File: src/rtl/alu_core_if.sv
// rtl/alu_core_if.sv - operand, launch and result signals of alu_core
interface alu_core_if #(
  parameter int WIDTH = 8
);
  logic [WIDTH-1:0] data_in;
  logic             load;
  logic             opsel;
  logic [3:0]       opcode;
  logic             cin;
  logic             start;
  logic [WIDTH-1:0] data_out;
  logic [WIDTH-1:0] data_hi;
  logic             cout;
  logic             zero;
  logic             illegal;
  logic             busy;
  logic             done;

  modport master (
    output data_in, load, opsel, opcode, cin, start,
    input  data_out, data_hi, cout, zero, illegal, busy, done
  );

  modport slave (
    input  data_in, load, opsel, opcode, cin, start,
    output data_out, data_hi, cout, zero, illegal, busy, done
  );
endinterface

File: src/rtl/alu_core.sv
// rtl/alu_core.sv - multi-cycle ALU with operand registers and shift-add multiply
module alu_core #(
  parameter int WIDTH = 8
) (
  input  logic       clk,
  input  logic       rst,
  alu_core_if.slave  bus
);
  localparam int CW = (WIDTH > 2) ? $clog2(WIDTH) : 1;
  localparam logic [3:0] OP_MUL = 4'd8;

  typedef enum logic [1:0] {IDLE, MUL, DONE} state_t;

  state_t             state;
  logic [WIDTH-1:0]   a, b, mcand;
  logic [2*WIDTH-1:0] acc;
  logic [CW-1:0]      cnt;
  logic [WIDTH-1:0]   data_out, data_hi;
  logic               cout, zero, illegal, busy, done;

  logic [WIDTH:0]     ext;
  logic               ill;
  logic [WIDTH:0]     mul_sum;
  logic [2*WIDTH-1:0] mul_next;

  // Single-cycle result: ext[WIDTH] is the carry/shift-out bit.
  always_comb begin
    ext = '0;
    ill = 1'b0;
    case (bus.opcode)
      4'd0: ext = {1'b0, a} + {1'b0, b} + {{WIDTH{1'b0}}, bus.cin};
      4'd1: ext = {1'b0, a} + {1'b0, ~b} + (WIDTH+1)'(1);
      4'd2: ext = {1'b0, a & b};
      4'd3: ext = {1'b0, a | b};
      4'd4: ext = {1'b0, a ^ b};
      4'd5: ext = {1'b0, ~a};
      4'd6: ext = {a, bus.cin};
      4'd7: ext = {a[0], bus.cin, a[WIDTH-1:1]};
      4'd8: ext = '0;
      default: ill = 1'b1;
    endcase
  end

  // One shift-add step; the adder carry shifts into the accumulator msb.
  always_comb begin
    mul_sum  = {1'b0, acc[2*WIDTH-1:WIDTH]} + (acc[0] ? {1'b0, mcand} : '0);
    mul_next = {mul_sum, acc[WIDTH-1:1]};
  end

  always_ff @(posedge clk or posedge rst) begin
    if (rst) begin
      state    <= IDLE;
      a        <= '0;
      b        <= '0;
      mcand    <= '0;
      acc      <= '0;
      cnt      <= '0;
      data_out <= '0;
      data_hi  <= '0;
      cout     <= 1'b0;
      zero     <= 1'b0;
      illegal  <= 1'b0;
      busy     <= 1'b0;
      done     <= 1'b0;
    end else begin
      case (state)
        IDLE: begin
          if (bus.load) begin
            if (bus.opsel) b <= bus.data_in;
            else           a <= bus.data_in;
          end
          if (bus.start) begin
            busy <= 1'b1;
            if (bus.opcode == OP_MUL) begin
              // Multiplicand is captured so a same-cycle load of B cannot alter it.
              acc   <= {{WIDTH{1'b0}}, a};
              mcand <= b;
              cnt   <= CW'(WIDTH - 1);
              state <= MUL;
            end else begin
              data_out <= ext[WIDTH-1:0];
              data_hi  <= '0;
              cout     <= ext[WIDTH];
              zero     <= (ext[WIDTH-1:0] == '0);
              illegal  <= ill;
              done     <= 1'b1;
              state    <= DONE;
            end
          end
        end
        MUL: begin
          acc <= mul_next;
          if (cnt == '0) begin
            data_out <= mul_next[WIDTH-1:0];
            data_hi  <= mul_next[2*WIDTH-1:WIDTH];
            cout     <= 1'b0;
            zero     <= (mul_next == '0);
            illegal  <= 1'b0;
            done     <= 1'b1;
            state    <= DONE;
          end else begin
            cnt <= cnt - 1'b1;
          end
        end
        DONE: begin
          done  <= 1'b0;
          busy  <= 1'b0;
          state <= IDLE;
        end
        default: state <= IDLE;
      endcase
    end
  end

  assign bus.data_out = data_out;
  assign bus.data_hi  = data_hi;
  assign bus.cout     = cout;
  assign bus.zero     = zero;
  assign bus.illegal  = illegal;
  assign bus.busy     = busy;
  assign bus.done     = done;
endmodule

File: src/flat_wrapper.sv
// flat-port wrapper written by rule: the top's interface ports become plain ports
module alu_core_flat 
#(
  parameter int WIDTH = 8
)
  (clk, rst, bus_data_in, bus_load, bus_opsel, bus_opcode, bus_cin, bus_start, bus_data_out, bus_data_hi, bus_cout, bus_zero, bus_illegal, bus_busy, bus_done);
  alu_core_if #(.WIDTH(WIDTH)) bus_i ();
  input  logic clk;
  input  logic rst;
  input wire logic [$bits(bus_i.data_in)-1:0] bus_data_in;
  input wire logic [$bits(bus_i.load)-1:0] bus_load;
  input wire logic [$bits(bus_i.opsel)-1:0] bus_opsel;
  input wire logic [$bits(bus_i.opcode)-1:0] bus_opcode;
  input wire logic [$bits(bus_i.cin)-1:0] bus_cin;
  input wire logic [$bits(bus_i.start)-1:0] bus_start;
  output wire logic [$bits(bus_i.data_out)-1:0] bus_data_out;
  output wire logic [$bits(bus_i.data_hi)-1:0] bus_data_hi;
  output wire logic [$bits(bus_i.cout)-1:0] bus_cout;
  output wire logic [$bits(bus_i.zero)-1:0] bus_zero;
  output wire logic [$bits(bus_i.illegal)-1:0] bus_illegal;
  output wire logic [$bits(bus_i.busy)-1:0] bus_busy;
  output wire logic [$bits(bus_i.done)-1:0] bus_done;
  assign bus_i.data_in = bus_data_in;
  assign bus_i.load = bus_load;
  assign bus_i.opsel = bus_opsel;
  assign bus_i.opcode = bus_opcode;
  assign bus_i.cin = bus_cin;
  assign bus_i.start = bus_start;
  assign bus_data_out = bus_i.data_out;
  assign bus_data_hi = bus_i.data_hi;
  assign bus_cout = bus_i.cout;
  assign bus_zero = bus_i.zero;
  assign bus_illegal = bus_i.illegal;
  assign bus_busy = bus_i.busy;
  assign bus_done = bus_i.done;
  alu_core #(.WIDTH(WIDTH)) u_core (.clk(clk), .rst(rst), .bus(bus_i));
endmodule
File: config.mk
export PLATFORM = sky130hd
export DESIGN_NAME = alu_core_flat
export DESIGN_NICKNAME = d
export VERILOG_FILES = /design/src/rtl/alu_core_if.sv /design/src/rtl/alu_core.sv /design/src/flat_wrapper.sv
export SDC_FILE = /design/constraint.sdc
export NUM_CORES = 1
export LEC_CHECK = 0
export CORE_MARGIN = 1
export CORE_UTILIZATION = 45
export CTS_CLUSTER_DIAMETER = 40
export DETAILED_ROUTE_END_ITERATION = 10
export SLEW_MARGIN = 20
export SYNTH_ARGS = -nofsm -noshare
export SYNTH_HDL_FRONTEND = slang
export SYNTH_SLANG_ARGS = --single-unit
File: constraint.sdc
create_clock -name clk -period 6.95 [get_ports clk]
set_input_delay 0.695 -clock clk [delete_from_list [all_inputs] [get_ports clk]]
set_output_delay 0.695 -clock clk [all_outputs]
set_load 0.02 [all_outputs]
==> results of run 1 <==
## registers in the layout (all words and copies together) (netlist names)
register,flops
u_core.acc,16
u_core.a,8
u_core.bus.data_out,8
u_core.bus.illegal,1
u_core.cnt,3
u_core.bus.cout,1
u_core.state,2
u_core.mcand,8
u_core.bus.done,1
u_core.bus.zero,1
u_core.bus.data_hi,8
u_core.b,8
u_core.bus.busy,1
## placed cells by master, fill, tap and decap left out, types with 3 or more instances in the layout
cell type	count
a211oi_1	6
a21o_1	10
a21oi_1	23
a221oi_1	3
a22oi_1	3
a31oi_1	12
a32oi_1	3
and2_1	7
and3_1	8
buf_4	4
clkbuf_8	10
clkdlybuf4s50_1	38
dfrtp_1	66
fa_1	4
ha_1	36
inv_1	34
mux2_2	4
mux2i_1	6
nand2_1	82
nand2b_1	3
nand3_1	9
nand4_1	3
nor2_1	30
nor2b_1	18
nor3_1	7
nor3b_1	4
nor4b_1	4
o2111ai_1	4
o21ai_0	55
o21bai_1	3
o221ai_1	3
o31ai_1	8
o41ai_1	3
or2_2	4
or3_1	4
xor2_1	5
## stage by stage
step	setup WS, ns	hold slack (ns)	utilization	total power [mW]	area (um2)
after global placement	3.24	0.455	0.511	1.30	5020
final	3.47	0.470	0.532	1.65	5230
after detailed placement	3.12	0.460	0.511	1.31	5020
after global routing	3.26	0.506	0.532	1.78	5230
after CTS	3.49	0.473	0.532	1.65	5230
after floorplan	4.29	0.440	-	1.08	4580
## worst paths after layout
| kind | from | to | cells past startpoint |
|---|---|---|---|
| max | bus_opcode[0] | u_core.bus.zero | 8 |
| min | u_core.cnt[0] | u_core.cnt[0] | 1 |
| max reg2reg | u_core.a[1] | u_core.bus.data_out[7] | 9 |
| min reg2reg | u_core.cnt[0] | u_core.cnt[0] | 1 |
| max in group asynchronous | rst | u_core.bus.data_out[6] | 3 |
| min in group asynchronous | rst | u_core.b[6] | 3 |
## cell families (layout without fill, tap and decap cells)
kind of cell | after synthesis | count (layout) | synth area share
AOI/OAI and AO/OA | 155 | 155 | 0.217
xor gates and xnor gates | 7 | 7 | 0.0134
adders and majority gates | 40 | 40 | 0.116
buffers and inverters | 65 | 93 | 0.0582
DFF | 66 | 66 | 0.361
muxes | 10 | 10 | 0.0229
and+or+nand+nor | 195 | 195 | 0.212
## power groups by stage
stage | clock network, mW | logic (mW) | registers, mW
after floorplan | 0 | 0.480 | 0.597
after global placement | 0 | 0.700 | 0.598
after detailed placement | 0 | 0.709 | 0.599
after CTS | 0.349 | 0.711 | 0.593
after global routing | 0.368 | 0.800 | 0.609
final | 0.344 | 0.713 | 0.593
## metal layers
layer	vias to the layer above	global-route usage	wire, um	share of wire
met5	-	0	0	0
met4	0	0.0921	319	0.027
met3	19	0.0407	429	0.036
met2	90	0.393	5480	0.46
met1	1871	0.339	5690	0.48
li1	1955	-	-	-
## cell type report
cell class,instances,area (um2),area share
multi-input cells,407,2670,0.510
flip-flops and latches,66,1650,0.316
repair buffers,42,410,0.0785
well taps,133,166,0.0318
clock buffers,11,141,0.0270
inverters,35,131,0.0251
clock inverters,5,62.6,0.0120
## worst max-delay path, cell delays in order
cell	delay [ns]
clkdlybuf4s50_1	1.05
nor4b_2	0.85
nand2_1	0.12
o41ai_1	0.29
nor3_1	0.14
nor4bb_1	0.16
and3_1	0.20
a31o_1	0.21
==> results.sh, run 1 <==
export IMPL_route_detailed_drc=0
export IMPL_nets=619
export IMPL_grt_setup_unrepaired="false"
export IMPL_yosys_top_cells_area="dfrtp_1, ha_1, nand2_1"
export IMPL_core_area_um2=9820
export IMPL_outcome="completed"
export IMPL_worstMarginPinSlew_ns=0.951
export IMPL_clk_pin_slew_ns=0.08
export IMPL_vias_per_cell=5.63
export IMPL_swShare=0.410
export IMPL_fmax_mhz=288
export IMPL_clock_power_share=0.209
export IMPL_synth_seq_area_share=0.361
export IMPL_grt_first_pass_wirelength_mm=19.8
export IMPL_grt_max_degree=67
export IMPL_cts_tree="done"
export IMPL_synth_avg_cell_area_um2=8.51
export IMPL_syn_nets=596
export IMPL_wire_per_inst_um=17.1
export IMPL_cp_required_ns=7.19
export IMPL_htreeDepth=3
export IMPL_drive_above_1_share=0.0636
export IMPL_arrival_ns=3.72
export IMPL_yosysUniqueCellTypes=65
export IMPL_area_growth_pct=14.1
export IMPL_max_vdd_ir_drop_mv=0.124
export IMPL_pwr_share_seq=0.360
export IMPL_power_density_nw_per_um2=316
export IMPL_maxSlewViolCount=0
export IMPL_antenna_found_initial=0
export IMPL_synthCells=538
export IMPL_post_cts_repair_setup_buffers=0
export IMPL_rows=36
export IMPL_fillCellCount=994
export IMPL_startpoint_type="input port"
export IMPL_async_flop_share=1.00
export IMPL_setup_tns_final_ns=0
export IMPL_tritoncts_num_buffers=9
export IMPL_power_switching_mw=0.676
export IMPL_ys_ff_latch=66
export IMPL_drt_total_wl_mm=11.9
export IMPL_dp_hpwl_mm=8.90
export IMPL_synth_flop_cell="dfrtp_1"
export IMPL_min_period_over_period=0.500
export IMPL_post_cts_resized=0
export IMPL_finalSetupViolations=0
export IMPL_dr_pass1_iters=7
export IMPL_fin_cells=699
export IMPL_synth_common_cells="nand2_1, dfrtp_1, o21ai_0"
export IMPL_io_buffers=38
export IMPL_hp_class="reg2reg"
export IMPL_fin_crit_ns=3.48
export IMPL_placed_cells=683
export IMPL_ios=39
export IMPL_clk_latency_ns=0.35
export IMPL_maxCapViolCount=0
export IMPL_synth_top_cell_by_area="dfrtp_1"
export IMPL_gr_usage_all_layers=0.247
export IMPL_grt_overflow=0
export IMPL_clockBufferDepth=2
export IMPL_place_gp_congestion=0.922
export IMPL_vias=3935
export IMPL_grt_pass1_vias=3818
export IMPL_dieArea_um2=10600
export IMPL_drt_iter0_drc=237
export IMPL_initial_core_util=0.466
export IMPL_relSlewSlack=0.364
export IMPL_root_buffer="clkbuf_8"
export IMPL_die_y_um=103
export IMPL_postRouteAntennaNets=0
export IMPL_end_kind="register"
export IMPL_n_antenna_cell=0
export IMPL_combPwrFrac=0.432
export IMPL_syn_cell_area_um2=4580
export IMPL_power_internal_mw=0.974
export IMPL_yosys_warnings=0
export IMPL_finalHoldViolations=0
export IMPL_crit_type="in2reg"
export IMPL_ff2ff_setup_slack_ns=3.74
export IMPL_hold_buffers=0
export IMPL_cts_sinks=66
export IMPL_p_leak_nw=2.36
export IMPL_yosysMostFrequentCell="nand2_1"
export IMPL_crit_fanout=28
export IMPL_die_x_um=103
export IMPL_synth_top_cell_area_share=0.361
export IMPL_skew_ns=0.0154
export IMPL_synth_edf_count=0
No activity file was read; power rests on OpenSTA's default activity.
==> run 2, diff against run 1 <==
==> constraint.sdc (replaced) <==
create_clock -name clk -period 3.2 [get_ports clk]
set_input_delay 0.32 -clock clk [delete_from_list [all_inputs] [get_ports clk]]
set_output_delay 0.32 -clock clk [all_outputs]
set_load 0.02 [all_outputs]
==> results.sh, run 2 (synthesized netlist as in run 1, its figures left out) <==
export IMPL_outcome="completed"
export IMPL_clk_pin_slew_ns=0.08
export IMPL_root_buffer="clkbuf_8"
export IMPL_grt_setup_unrepaired="false"
export IMPL_rows=36
export IMPL_skew_ns=0.0147
export IMPL_fin_crit_ns=2.96
export IMPL_post_cts_repair_setup_buffers=0
export IMPL_clockBufferDepth=2
export IMPL_finalSetupViolations=0
export IMPL_design_area_um2=5440
export IMPL_final_common_cell="nand2_1"
export IMPL_dp_hpwl_mm=10.0
export IMPL_crit_type="reg2reg"
export IMPL_antenna_found_initial=0
export IMPL_drive_above_1_share=0.105
export IMPL_grt_overflow=0
export IMPL_vias_per_cell=5.63
export IMPL_ios=39
export IMPL_fmax_mhz=337
export IMPL_vias=4086
export IMPL_dieArea_um2=10600
export IMPL_p_leak_nw=2.50
export IMPL_place_area_um2=5230
export IMPL_relSlewSlack=0.552
export IMPL_arrival_ns=3.25
export IMPL_post_cts_resized=0
export IMPL_io_buffers=38
export IMPL_finalHoldViolations=0
export IMPL_end_kind="register"
export IMPL_grt_first_pass_wirelength_mm=21.1
export IMPL_postRouteAntennaNets=0
export IMPL_dr_pass1_iters=5
export IMPL_gr_usage_all_layers=0.268
export IMPL_tritoncts_num_buffers=9
export IMPL_maxSlewViolCount=0
export IMPL_regMostFlops="u_core.acc"
export IMPL_die_y_um=103
export IMPL_cts_tree="done"
export IMPL_power_density_nw_per_um2=680
export IMPL_place_ws_ns=0.125
export IMPL_startpoint_type="register"
export IMPL_cp_required_ns=3.48
export IMPL_largest_register_ffs=16
export IMPL_drt_total_wl_mm=13.0
export IMPL_max_vdd_ir_drop_mv=0.295
export IMPL_setup_slack_ns=0.236
export IMPL_route_detailed_drc=0
export IMPL_grt_max_degree=37
export IMPL_nets=646
export IMPL_hp_class="in2async"
export IMPL_place_gp_congestion=0.879
export IMPL_maxCapViolCount=0
export IMPL_initial_core_util=0.466
export IMPL_n_antenna_cell=0
export IMPL_setup_tns_final_ns=0
export IMPL_crit_fanout=3
export IMPL_hold_buffers=0
export IMPL_worstMarginPinSlew_ns=0.669
export IMPL_drt_iter0_drc=195
export IMPL_cts_sinks=66
export IMPL_die_x_um=103
export IMPL_min_period_over_period=0.926
export IMPL_htreeDepth=3
export IMPL_core_area_um2=9820
export IMPL_wire_per_inst_um=17.9
export IMPL_final_cell_mix="nand2_1, dfrtp_1, o21ai_0, clkdlybuf4s50_1, ha_1"
export IMPL_clk_latency_ns=0.35
export IMPL_area_growth_pct=18.8
export IMPL_grt_pass1_vias=3949
## run 2: layout make-up
type / count / area (um2)
clock buffers: 11 / 141
clock inverters: 5 / 77.6
fillers: 969 / 4380
inverters: 35 / 131
multi-input cells: 407 / 2660
flip-flops and latches: 66 / 1650
well taps: 133 / 166
repair buffers: 69 / 613
## run 2: power breakdown
part	total, mW	leakage (nW)	internal (mW)	switching, mW
Clock	0.798	0.109	0.458	0.340
Combinational	1.64	1.56	0.706	0.933
Sequential	1.26	0.831	1.07	0.190
Total	3.70	2.50	2.24	1.46
## run 2: critical path: stages, from the launching register on
cell and delay [ns]:
dfrtp_1 0.38, inv_1 0.09, ha_1 0.22, inv_1 0.08, fa_1 0.48, nor3b_1 0.19, o311ai_0 0.38, o41ai_1 0.16
nor3_1 0.25, nor4bb_1 0.32, and3_1 0.19, a31o_1 0.15
## run 2: path summary, 6_finish.rpt
path                                    start               to  slack, ns  cells past startpoint
worst min register to register  u_core.cnt[0]    u_core.cnt[0]       0.47                      1
worst max register to register    u_core.a[0]  u_core.bus.zero       0.24                     11
worst max-delay path              u_core.a[0]  u_core.bus.zero       0.24                     11
worst min-delay path                      rst      u_core.b[2]       0.25                      2
min in group clk                u_core.cnt[0]    u_core.cnt[0]       0.47                      1
max in group asynchronous                 rst    u_core.acc[4]       2.24                      3
## run 2: layer usage
| layer | wire length, um | GRT usage | part of all wire | up-vias |
|---|---|---|---|---|
| met2 | 6190 | 0.448 | 0.48 | 114 |
| met4 | 310 | 0.0975 | 0.024 | 0 |
| met1 | 5950 | 0.352 | 0.46 | 1947 |
| met3 | 560 | 0.0414 | 0.043 | 24 |
| li1 | - | - | - | 2001 |
| met5 | 0 | 0 | 0 | - |
## run 2: per-stage QoR
step           cells  hold slack (ns)  total power [mW]   util
5_1_grt          726            0.315              3.97  0.554
3_3_place_gp     710            0.457              2.88  0.532
2_1_floorplan    538            0.437              2.34      -
4_1_cts          726            0.260              3.71  0.554
3_5_place_dp     710            0.460              2.90  0.532
6_report         726            0.254              3.70  0.554
